$ cat src/rtl/dist_ram_dp_clr_pkg.sv
// Shared definitions for the clearable dual-port distributed RAM family.
`ifndef DIST_RAM_DP_CLR_PKG_SV
`define DIST_RAM_DP_CLR_PKG_SV

// Elaboration-time parameter check: a bad parameter set produces an
// elaboration error inside a named generate block.
`define DRC_STATIC_ASSERT(lbl_, cond_, msg_) \
  if (!(cond_)) begin : lbl_ \
    $error(msg_); \
  end

package dist_ram_dp_clr_pkg;

  typedef enum logic {
    ST_IDLE  = 1'b0,
    ST_SWEEP = 1'b1
  } drc_state_e;

  // Smallest r with 2**r >= v.
  function automatic int clog2(input int v);
    int r;
    r = 0;
    while ((1 << r) < v) r++;
    return r;
  endfunction

endpackage

`endif

$ cat src/rtl/dist_ram_dp_clr_seq.sv
// Clear sequencer: walks every address once after reset or a clear request.
module dist_ram_clr_seq
  import dist_ram_dp_clr_pkg::*;
#(
  parameter int DEPTH  = 32,
  parameter int ADDR_W = 5
) (
  input  logic              clk_i,
  input  logic              rst_i,
  input  logic              clr_i,
  output logic              busy_o,
  output logic [ADDR_W-1:0] swp_addr_o,
  output logic              swp_we_o
);

  localparam logic [ADDR_W-1:0] LAST = ADDR_W'(DEPTH - 1);

  // Power-up state is idle so the time-zero array contents stay readable.
  drc_state_e        state_q = ST_IDLE;
  logic [ADDR_W-1:0] cnt_q   = '0;
  logic              busy_q  = 1'b0;

  // FSM: reset or an idle clear starts a sweep; the edge writing LAST ends it.
  always_ff @(posedge clk_i) begin
    if (rst_i) begin
      state_q <= ST_SWEEP;
      cnt_q   <= '0;
      busy_q  <= 1'b1;
    end else begin
      case (state_q)
        ST_IDLE: begin
          if (clr_i) begin
            state_q <= ST_SWEEP;
            cnt_q   <= '0;
            busy_q  <= 1'b1;
          end
        end
        ST_SWEEP: begin
          if (cnt_q == LAST) begin
            state_q <= ST_IDLE;
            busy_q  <= 1'b0;
          end
          cnt_q <= cnt_q + 1'b1;
        end
        default: state_q <= ST_IDLE;
      endcase
    end
  end

  // The reset edge itself restarts the sweep and does not write.
  assign swp_we_o   = (state_q == ST_SWEEP) && !rst_i;
  assign swp_addr_o = cnt_q;
  assign busy_o     = busy_q;

endmodule

$ cat src/rtl/dist_ram_dp_clr.sv
// Dual-port distributed RAM with optional output registers and a clear sweep.
module dist_ram_dp_clr
  import dist_ram_dp_clr_pkg::*;
#(
  parameter int               WIDTH    = 8,
  parameter int               DEPTH    = 32,
  parameter int               ADDR_W   = 5,
  parameter int               OUT_REG  = 0,
  parameter logic [WIDTH-1:0] INIT_VAL = '0
) (
  input  logic              WCLK,
  input  logic              RST,
  input  logic              WE,
  input  logic [ADDR_W-1:0] A,
  input  logic [WIDTH-1:0]  D,
  input  logic [ADDR_W-1:0] DPRA,
  input  logic              CLR,
  output logic [WIDTH-1:0]  SPO,
  output logic [WIDTH-1:0]  DPO,
  output logic              BUSY
);

  `DRC_STATIC_ASSERT(g_chk_aw, ADDR_W >= clog2(DEPTH), "ADDR_W too small for DEPTH")
  `DRC_STATIC_ASSERT(g_chk_w, WIDTH >= 1, "WIDTH must be at least 1")

  localparam logic [ADDR_W:0] DEPTH_C = (ADDR_W + 1)'(DEPTH);

  logic [WIDTH-1:0]  mem_q [DEPTH] = '{default: INIT_VAL};
  logic [ADDR_W-1:0] swp_addr;
  logic              swp_we;
  logic              wr_en;
  logic [ADDR_W-1:0] wr_addr;
  logic [WIDTH-1:0]  wr_data;
  logic [WIDTH-1:0]  spo_raw;
  logic [WIDTH-1:0]  dpo_raw;

  dist_ram_clr_seq #(
    .DEPTH  (DEPTH),
    .ADDR_W (ADDR_W)
  ) u_seq (
    .clk_i      (WCLK),
    .rst_i      (RST),
    .clr_i      (CLR),
    .busy_o     (BUSY),
    .swp_addr_o (swp_addr),
    .swp_we_o   (swp_we)
  );

  // Write mux: the sweep owns the port while busy; user writes only when idle.
  always_comb begin
    wr_en   = 1'b0;
    wr_addr = A;
    wr_data = D;
    if (swp_we) begin
      wr_en   = 1'b1;
      wr_addr = swp_addr;
      wr_data = INIT_VAL;
    end else if (WE && !BUSY && !RST && ({1'b0, A} < DEPTH_C)) begin
      wr_en = 1'b1;
    end
  end

  // Storage array, single write port.
  always_ff @(posedge WCLK) begin
    if (wr_en) mem_q[wr_addr] <= wr_data;
  end

  // Asynchronous read of both ports; out-of-range addresses read as zero.
  always_comb begin
    spo_raw = ({1'b0, A} < DEPTH_C) ? mem_q[A] : '0;
    dpo_raw = ({1'b0, DPRA} < DEPTH_C) ? mem_q[DPRA] : '0;
  end

  if (OUT_REG != 0) begin : g_oreg
    logic [WIDTH-1:0] spo_q = '0;
    logic [WIDTH-1:0] dpo_q = '0;
    // Registered reads sample the pre-edge array, giving read-first behaviour.
    always_ff @(posedge WCLK) begin
      if (RST) begin
        spo_q <= '0;
        dpo_q <= '0;
      end else begin
        spo_q <= spo_raw;
        dpo_q <= dpo_raw;
      end
    end
    assign SPO = spo_q;
    assign DPO = dpo_q;
  end else begin : g_comb
    assign SPO = spo_raw;
    assign DPO = dpo_raw;
  end

endmodule

$ cat config.mk
export PLATFORM = sky130hd
export DESIGN_NAME = dist_ram_dp_clr
export DESIGN_NICKNAME = d
export VERILOG_FILES = /design/src/rtl/dist_ram_dp_clr_pkg.sv /design/src/rtl/dist_ram_dp_clr_seq.sv /design/src/rtl/dist_ram_dp_clr.sv
export SDC_FILE = /design/constraint.sdc
export NUM_CORES = 1
export LEC_CHECK = 0
export BUFFER_PORTS_ARGS = -buffer_cell sky130_fd_sc_hd__buf_2
export CAP_MARGIN = 0
export CELL_PAD_IN_SITES_DETAIL_PLACEMENT = 1
export CELL_PAD_IN_SITES_GLOBAL_PLACEMENT = 1
export CORE_MARGIN = 2
export CORE_UTILIZATION = 23
export CTS_CLUSTER_DIAMETER = 100
export DETAILED_ROUTE_END_ITERATION = 6
export PLACE_DENSITY = 0.37
export RECOVER_POWER = 25
export SKIP_CTS_REPAIR_TIMING = 1
export SKIP_LAST_GASP = 1
export SLEW_MARGIN = 20
export SYNTH_ARGS = -nofsm -noshare
export SYNTH_HDL_FRONTEND = slang
export SYNTH_SLANG_ARGS = --single-unit
export TNS_END_PERCENT = 10
$ cat constraint.sdc
create_clock -name WCLK -period 7.7 [get_ports WCLK]
set_clock_uncertainty 0.2 [all_clocks]
set_input_delay 2.31 -clock WCLK [delete_from_list [all_inputs] [get_ports WCLK]]
set_output_delay 2.31 -clock WCLK [all_outputs]
set_load 0.005 [all_outputs]
# ---- Word-level counts from Yosys, hierarchy flattened
# Memory sizes are Yosys's and may differ from the RTL's.
# Cells that the tools add are included.
dict set report totals {
  ff_bits 7
  mem_bits_rw 256
  elab_cells 29
  memories 1
}
# memory depth word_bits read_ports rd_ports_with_merged_regs wr line_no
set mem_list {}
lappend mem_list {mem_q 32 8 2 0 1 dist_ram_dp_clr.sv:28} ;# logic [WIDTH-1:0] mem_q [DEPTH] = '{default: INIT_VAL};
dict set report op_classes {
  addsub 1
  eq_ne 3
  mux 14
  bitwise 1
  reduce_logical 6
}
# operator n
set op_table {}
lappend op_table {{$mux W5} 2}
lappend op_table {{$pmux W5 S2} 1}
lappend op_table {{$mux W1} 8}
lappend op_table {{$mux W8} 1}
lappend op_table {{$add A5 B1 Y5 const B} 1}
lappend op_table {{$eq A5 B5 Y1 const B} 1}
lappend op_table {{$ne A2 B2 Y1 const B} 2}
lappend op_table {{$pmux W1 S2} 2}
lappend op_table {{$logic_and A1 B1 Y1} 3}
lappend op_table {{$logic_not A1 Y1} 2}
lappend op_table {{$reduce_and A2 Y1} 1}
lappend op_table {{$not A1 Y1} 1}

# ---- Logic depth before layout (Yosys ltp)
# Gate-level depths: netlist of run 1.
dict set report logic_depth {
  ltp_word 7
  mapped_depth 6
  depth_no_buf 6
}

# ---- Hierarchy
# Synthesis of run 1 repeated with hierarchy kept, for this count alone.
dict set report unflattened {
  hier_cells 579
  hier_area_um2 12446.9
}
# mod instances cells_each area_each_um2
set by_module_without_submodules {}
lappend by_module_without_submodules {dist_ram_dp_clr 1 542 12110.4}
lappend by_module_without_submodules {dist_ram_clr_seq 1 37 336.6}

# ---- Worst setup path after synthesis of run 1
# OpenSTA, ideal clock, no wires.
dict set report synth_path {
  path_type {input to output}
  startpoint {in DPRA[2]}
  endpoint {out DPO[0]}
  arrival_ns 4.011
  required_ns 5.190
  path_slack_ns 1.179
  cell_stages 5
  cell_sequence {clkbuf_1 > clkbuf_1 > mux4_2 > mux4_2 > mux2_2}
}
dict set report synth_via {
  elab_chain_len 1
}
# element line_no
set synth_rtl {}
lappend synth_rtl {{from (decl)} dist_ram_dp_clr.sv:16} ;# input logic [ADDR_W-1:0] DPRA,
lappend synth_rtl {{$mem_v2 Z32 W8} n/a}
lappend synth_rtl {{to (decl)} dist_ram_dp_clr.sv:19} ;# output logic [WIDTH-1:0] DPO,
# Every way passes these cells.

# ---- Worst setup path in the final report of run 1
dict set report layout_path {
  startpoint {in A[0]}
  endpoint {out SPO[0]}
}
dict set report layout_via {
  elab_chain_len 1
}
# element line_no
set layout_rtl {}
lappend layout_rtl {{from (decl)} dist_ram_dp_clr.sv:14} ;# input logic [ADDR_W-1:0] A,
lappend layout_rtl {{$mem_v2 Z32 W8} n/a}
lappend layout_rtl {{to (decl)} dist_ram_dp_clr.sv:18} ;# output logic [WIDTH-1:0] SPO,
# Every way passes these cells.

==> summary.txt, run 1 <==
Floorplan
  – Initial core utilization: 0.232
  – Core area: ~0.054 mm²
  – Die Footprint: about 0.056 mm²
  – FP Rows: 85
  – Die Width: 237 µm
  – # IOs: 39
  – Die H: around 240 µm

STA
  – Fin crit share: 0.918
  – Worst rel slew slack: -0.207
  – # setup viols final: 0
  – Unrepaired setup endpoints after global routing: false
  – Count of pins over their slew limit: 165
  – Slew @ Worst Pin: 1.81 ns
  – Tmin final: around 7.1 ns
  – Max Fclk: 141 MHz
  – Setup_tns: 0 ns
  – Fin. Hold Viols: 0

Critical path
  – Critical Path Start Type: input pin
  – Reg2reg path depth: 3
  – Slowest stage delay, CP: about 0.56 ns
  – Critical path type: in2out
  – Start of the worst register-to-register path: u_seq.state_q
  – Critical path launch point: A[0]
  – Data arrival, critical path: 4.56 ns
  – R2R Setup Slk: 3.96 ns
  – RR Endpoint: mem_q[5][1]
  – CP cell instances: buf_4 -> buf_4 -> mux4_2 -> mux4_2 -> mux2_2 -> buf_2
  – CP required: 5.19 ns
  – Setup crit end: SPO[0]
  – Worst path slowest cell: mux4_2
  – Setup crit end kind: output pin
  – Crit path max fanout: 20

Route
  – Drt drc: 0
  – Routed WL per cell: between 30 and 40 µm
  – Via count: roughly 6,600
  – Vias per inst: between 4 and 5
  – Wirelength, routed: about 42,000 µm
  – Detailed Routing Iterations Pass 1: 5
  – Initial DRC Count: 539
  – Final antenna-violating net count: 0

Power and ir drop
  – VDD IR max: 119 µV
  – Cell area power density: roughly 240 mW/mm²
  – Leak: 4.63 nW

Global routing
  – Vias in the first global route: 7,253
  – Grt ovf: 0
  – GRT Total Usage: 0.154
  – Largest net degree at the start of global routing: 33
  – First-pass GRT wire length: 59,700 µm
  – Initial antenna violation count: 4

Logic synthesis
  – Number of synthesized register bits: 263
  – Share of async-settable or async-resettable flops after synthesis: 0
  – Dominant cells by area after synthesis: edfxtp_1 62%, mux4_2 29%, mux2_2 1.6%
  – Synth top area share: 0.618
  – Cell Area, Synth: between 0.01 and 0.015 mm²
  – Number of synthesized flops with an enable pin: 256
  – Synthesis warning total: 0
  – Syn Area/Cell: 21.7 µm²
  – Sequential-to-total area share from yosys stat: 0.629
  – Gate Count Post-Synth: 573
  – Yosys cell types: 34
  – Top FF cell, synth: edfxtp_1
  – Post-synthesis net count: ~600
  – Synth area leader: edfxtp_1

Clock network
  – Htree depth: 2
  – Clock tree sinks: 263
  – CTS Buf Count: 34
  – Worst skew pair latency: between 0.5 and 0.6 ns
  – Clock-pin transition on the worst setup and hold timing paths: approximately 0.050 ns
  – CTS tree: yes
  – CTS root buf: clkbuf_16
  – CTS max path bufs: 3

Min path
  – Worst hold path class: reg2reg
  – Hold Startpoint: u_seq.busy_o
  – WHS Path Cells: 2

Final layout
  – Layout cells sized above 1: 0.512
  – Ant diodes: 0
  – Post-route cell area: 0.0152 mm²
  – Layout Area Growth over Synthesis: 22.5%
  – Nets: ~660
  – Commonest non-fill, non-tap cell in the layout: edfxtp_1
  – Most frequent cells in the layout: 256 x edfxtp_1, 160 x mux4_2, 35 x clkbuf_16, 31 x buf_2

Placement
  – Final HPWL DP: 29,100 µm
  – Placed cell areas: approximately 0.014 mm²
  – GP Congestion: 0.768
  – # port buffers: 38

Status
  – Status: finished with violations
  – Failing checks: max-capacitance violations, max-slew violations

Flow run
  – Maxcap violations: 5
-- layer usage --
| metal | vias up | part of all wire | global-route usage |
|---|---|---|---|
| met2 | 207 | 0.48 | 0.249 |
| met3 | 40 | 0.052 | 0.0323 |
| met4 | 0 | 0.019 | 0.0370 |
| li1 | 2692 | - | - |
| met5 | - | 0 | 0 |
| met1 | 3663 | 0.44 | 0.211 |
-- registers in the layout, summed over array words and instances (netlist names) --
name              count
u_seq.state_q         1
u_seq.swp_addr_o      5
u_seq.busy_o          1
mem_q               256
-- cell usage after synthesis (2+ instances only) --
cell type / number
mux4_2: 160
o21ai_0: 2
inv_2: 2
nor4bb_1: 2
nor4b_1: 2
buf_1: 6
mux2i_1: 3
nor4_1: 32
mux2_2: 18
a21o_1: 2
nor2_1: 4
buf_6: 5
and2_1: 8
a31oi_1: 4
nand2_1: 3
clkbuf_1: 24
ha_1: 2
edfxtp_1: 256
nor2b_1: 3
buf_2: 5
buf_4: 7
dfxtp_1: 7
nor3b_1: 2
a21oi_1: 3
nand2b_1: 2
-- kinds of logic after synthesis --
logic type	share of synthesized area
flops	0.629
mux	0.308
simple gates	0.0327
buf+inv	0.0204
compound gates	0.00724
fa+ha+maj	0.00201
-- where the power goes --
group | leakage (nW) | internal [mW] | switching (mW)
registers | 2.40 | 1.59 | 0.00786
logic | 1.64 | 0.136 | 0.196
clock network | 0.584 | 1.07 | 0.632
total | 4.63 | 2.79 | 0.836
-- critical path, delay by kind of cell --
family   cells  cell delay (ns)
buf+inv      3             0.88
mux          3             1.35
-- stage by stage --
stage               hold slack [ns]  instances  worst slack, ns   util  power [mW]
floorplan                     0.316        573             1.18      -        1.81
CTS                           0.370       1352            0.549  0.285        3.68
finish                        0.371       1352            0.628  0.284        3.62
global placement              0.329       1289            0.547  0.262        1.96
detailed placement            0.355       1292            0.556  0.263        1.97
global route                  0.434       1352            0.462  0.284        3.75
-- worst min-delay path by stage --
| stage | to |
|---|---|
| final | u_seq.busy_o |
| after CTS | u_seq.swp_addr_o[3] |
| after detailed placement | u_seq.busy_o |
| after floorplan | u_seq.swp_addr_o[3] |
| after global placement | u_seq.busy_o |
| after global routing | u_seq.swp_addr_o[2] |
-- final cells by class --
type / count / area [µm²]
fillers: 5464 / 38400
well taps: 696 / 871
clock inverters: 22 / 300
inverters: 2 / 7.51
multi-input cells: 261 / 4830
flip-flops and latches: 263 / 7830
repair buffers: 70 / 520
clock buffers: 38 / 887
Power figures use the tool's default switching activity.
==> run 2: changes to the inputs <==
- BUFFER_PORTS_ARGS: -buffer_cell sky130_fd_sc_hd__buf_2 -> -buffer_cell sky130_fd_sc_hd__clkbuf_2
==> summary.txt, run 2 (synthesized netlist as in run 1, its figures left out) <==
Route
  – Detailed Routing Iterations Pass 1: 5 (unchanged)
  – Vias per inst: 4.90 (+0.42%)
  – Routed WL per cell: 31.6 µm (+2.4%)
  – Initial DRC Count: 623 (+16%)
  – Final antenna-violating net count: 0 (unchanged)
  – Via count: 6,610 (+0.12%)
  – Wirelength, routed: 42,700 µm (+2.1%)
  – Drt drc: 0 (unchanged)

Critical path
  – CP required: 5.19 ns (about the same)
  – Critical path launch point: A[1]
  – Critical Path Start Type: input pin
  – Data arrival, critical path: 4.70 ns (+0.14 ns)
  – Start of the worst register-to-register path: u_seq.state_q
  – Crit path max fanout: 66 (+230%)
  – Setup crit end kind: output pin
  – Critical path type: in2out

Clock network
  – CTS root buf: clkbuf_16
  – CTS max path bufs: 3 (unchanged)
  – CTS tree: yes
  – Clock tree sinks: 263 (unchanged)
  – Htree depth: 2 (unchanged)
  – Worst skew pair latency: 0.53 ns (about the same)
  – CTS Buf Count: 34 (unchanged)
  – Clock-pin transition on the worst setup and hold timing paths: 0.06 ns (about the same)

Global routing
  – First-pass GRT wire length: 60,400 µm (+1.3%)
  – GRT Total Usage: 0.156 (+0.00182)
  – Initial antenna violation count: 4 (unchanged)
  – Grt ovf: 0 (unchanged)
  – Largest net degree at the start of global routing: 67 (+100%)
  – Vias in the first global route: 7,258 (+0.069%)

Power and ir drop
  – VDD IR max: 114 µV (-4.5%)
  – Net Sw Power: 0.835 mW (about the same)
  – Comb power frac: 0.097 (+0.005)
  – Clock network fraction of total power: 0.444 (-0.024)
  – Leak: 4.51 nW (-2.5%)
  – Switching share of power: 0.240 (+0.00967)
  – P_int: 2.64 mW (-5.3%)
  – Reg power frac: 0.459 (+0.019)
  – Post-route total power: 3.48 mW (-4.1%)
  – Cell area power density: 231 mW/mm² (-2.8%)

STA
  – Tmin final: 7.21 ns (+0.140 ns)
  – Count of pins over their slew limit: 231 (+40%)
  – Worst rel slew slack: -0.151 (+0.0561)
  – Final hold slack: 0.383 ns (+0.0123 ns)
  – Max Fclk: 139 MHz (-1.9%)
  – # setup viols final: 0 (unchanged)
  – Slew @ Worst Pin: 1.73 ns (-0.0831 ns)
  – Unrepaired setup endpoints after global routing: false
  – Setup_tns: 0 ns (unchanged)
  – Fin crit share: 0.937 (+0.0182)
  – Fin. Hold Viols: 0 (unchanged)

Floorplan
  – Die Width: 237 µm (unchanged)
  – FP Rows: 85 (unchanged)
  – # IOs: 39 (unchanged)
  – Initial core utilization: 0.232 (unchanged)
  – Die H: 237 µm (unchanged)
  – Core area: 0.0536 mm² (unchanged)
  – Die Footprint: 0.0560 mm² (unchanged)

Final layout
  – Max reg flops: 256 (unchanged)
  – Layout cells sized above 1: 0.489 (-0.0229)
  – Most frequent cells in the layout: 256 x edfxtp_1, 160 x mux4_2, 34 x clkbuf_16, 31 x clkbuf_2, 26 x nor4_4
  – Commonest non-fill, non-tap cell in the layout: edfxtp_1
  – Nets: 650 (-0.91%)
  – Layout Area Growth over Synthesis: 21.0%
  – Reg with most FFs: mem_q
  – Ant diodes: 0 (unchanged)
  – Post-Layout Cell Count: 1,348 (-0.30%)

Min path
  – Hold Startpoint: u_seq.busy_o
  – Worst hold path class: reg2reg

Status
  – Status: finished with violations
  – Failing checks: max-capacitance violations, max-slew violations

Placement
  – Final HPWL DP: 29,200 µm (+0.37%)
  – GP Congestion: 0.733 (-4.6%)
  – # port buffers: 38 (unchanged)
  – Cells after DPL: 1,285 (-0.54%)

Flow run
  – Maxcap violations: 7 (+2)
[run 2: layout make-up]
class | count | area, µm²
clock buffer | 41 | 877
clock inverter | 21 | 201
fill | 5467 | 38600
inverter | 2 | 7.51
multi-input combinational | 261 | 4830
sequential | 263 | 7830
tap | 696 | 871
timing repair buffer | 64 | 435
[run 2: worst max-delay path, cell delays in order]
cell	delay, ns
buf_4	0.81
mux4_2	0.52
mux4_2	0.51
mux2_2	0.31
clkbuf_2	0.12
[run 2: worst paths after layout]
check / endpoint / cells past startpoint / slack [ns]
setup / recovery: SPO[7] / 5 / 0.49
hold / removal: u_seq.busy_o / 2 / 0.38
setup reg to reg: mem_q[24][3] / 3 / 4.12
hold reg to reg: u_seq.busy_o / 2 / 0.38
[run 2: layer usage]
metal,GRT usage,vias to the layer above,routed length (µm)
met2,0.254,202,20500
met4,0.0407,2,809
met5,0,-,13
met1,0.210,3665,18800
li1,-,2692,-
met3,0.0344,49,2470
[run 2: per-stage QoR]
| stage | area [µm²] | util | worst slack, ns |
|---|---|---|---|
| finish | 15000 | 0.281 | 0.488 |
| global route | 15000 | 0.281 | 0.404 |
| CTS | 15100 | 0.281 | 0.455 |
| detailed placement | 14000 | 0.261 | 0.458 |
| global placement | 14000 | 0.261 | 0.451 |
| floorplan | 12400 | - | 1.18 |
[run 2: power by group through the flow]
stage	clock [mW]	combinational, mW	sequential [mW]
after floorplan	0	0.188	1.62
after global placement	0	0.345	1.62
after detailed placement	0	0.348	1.62
after CTS	1.60	0.349	1.59
after global routing	1.64	0.359	1.60
final	1.55	0.337	1.59
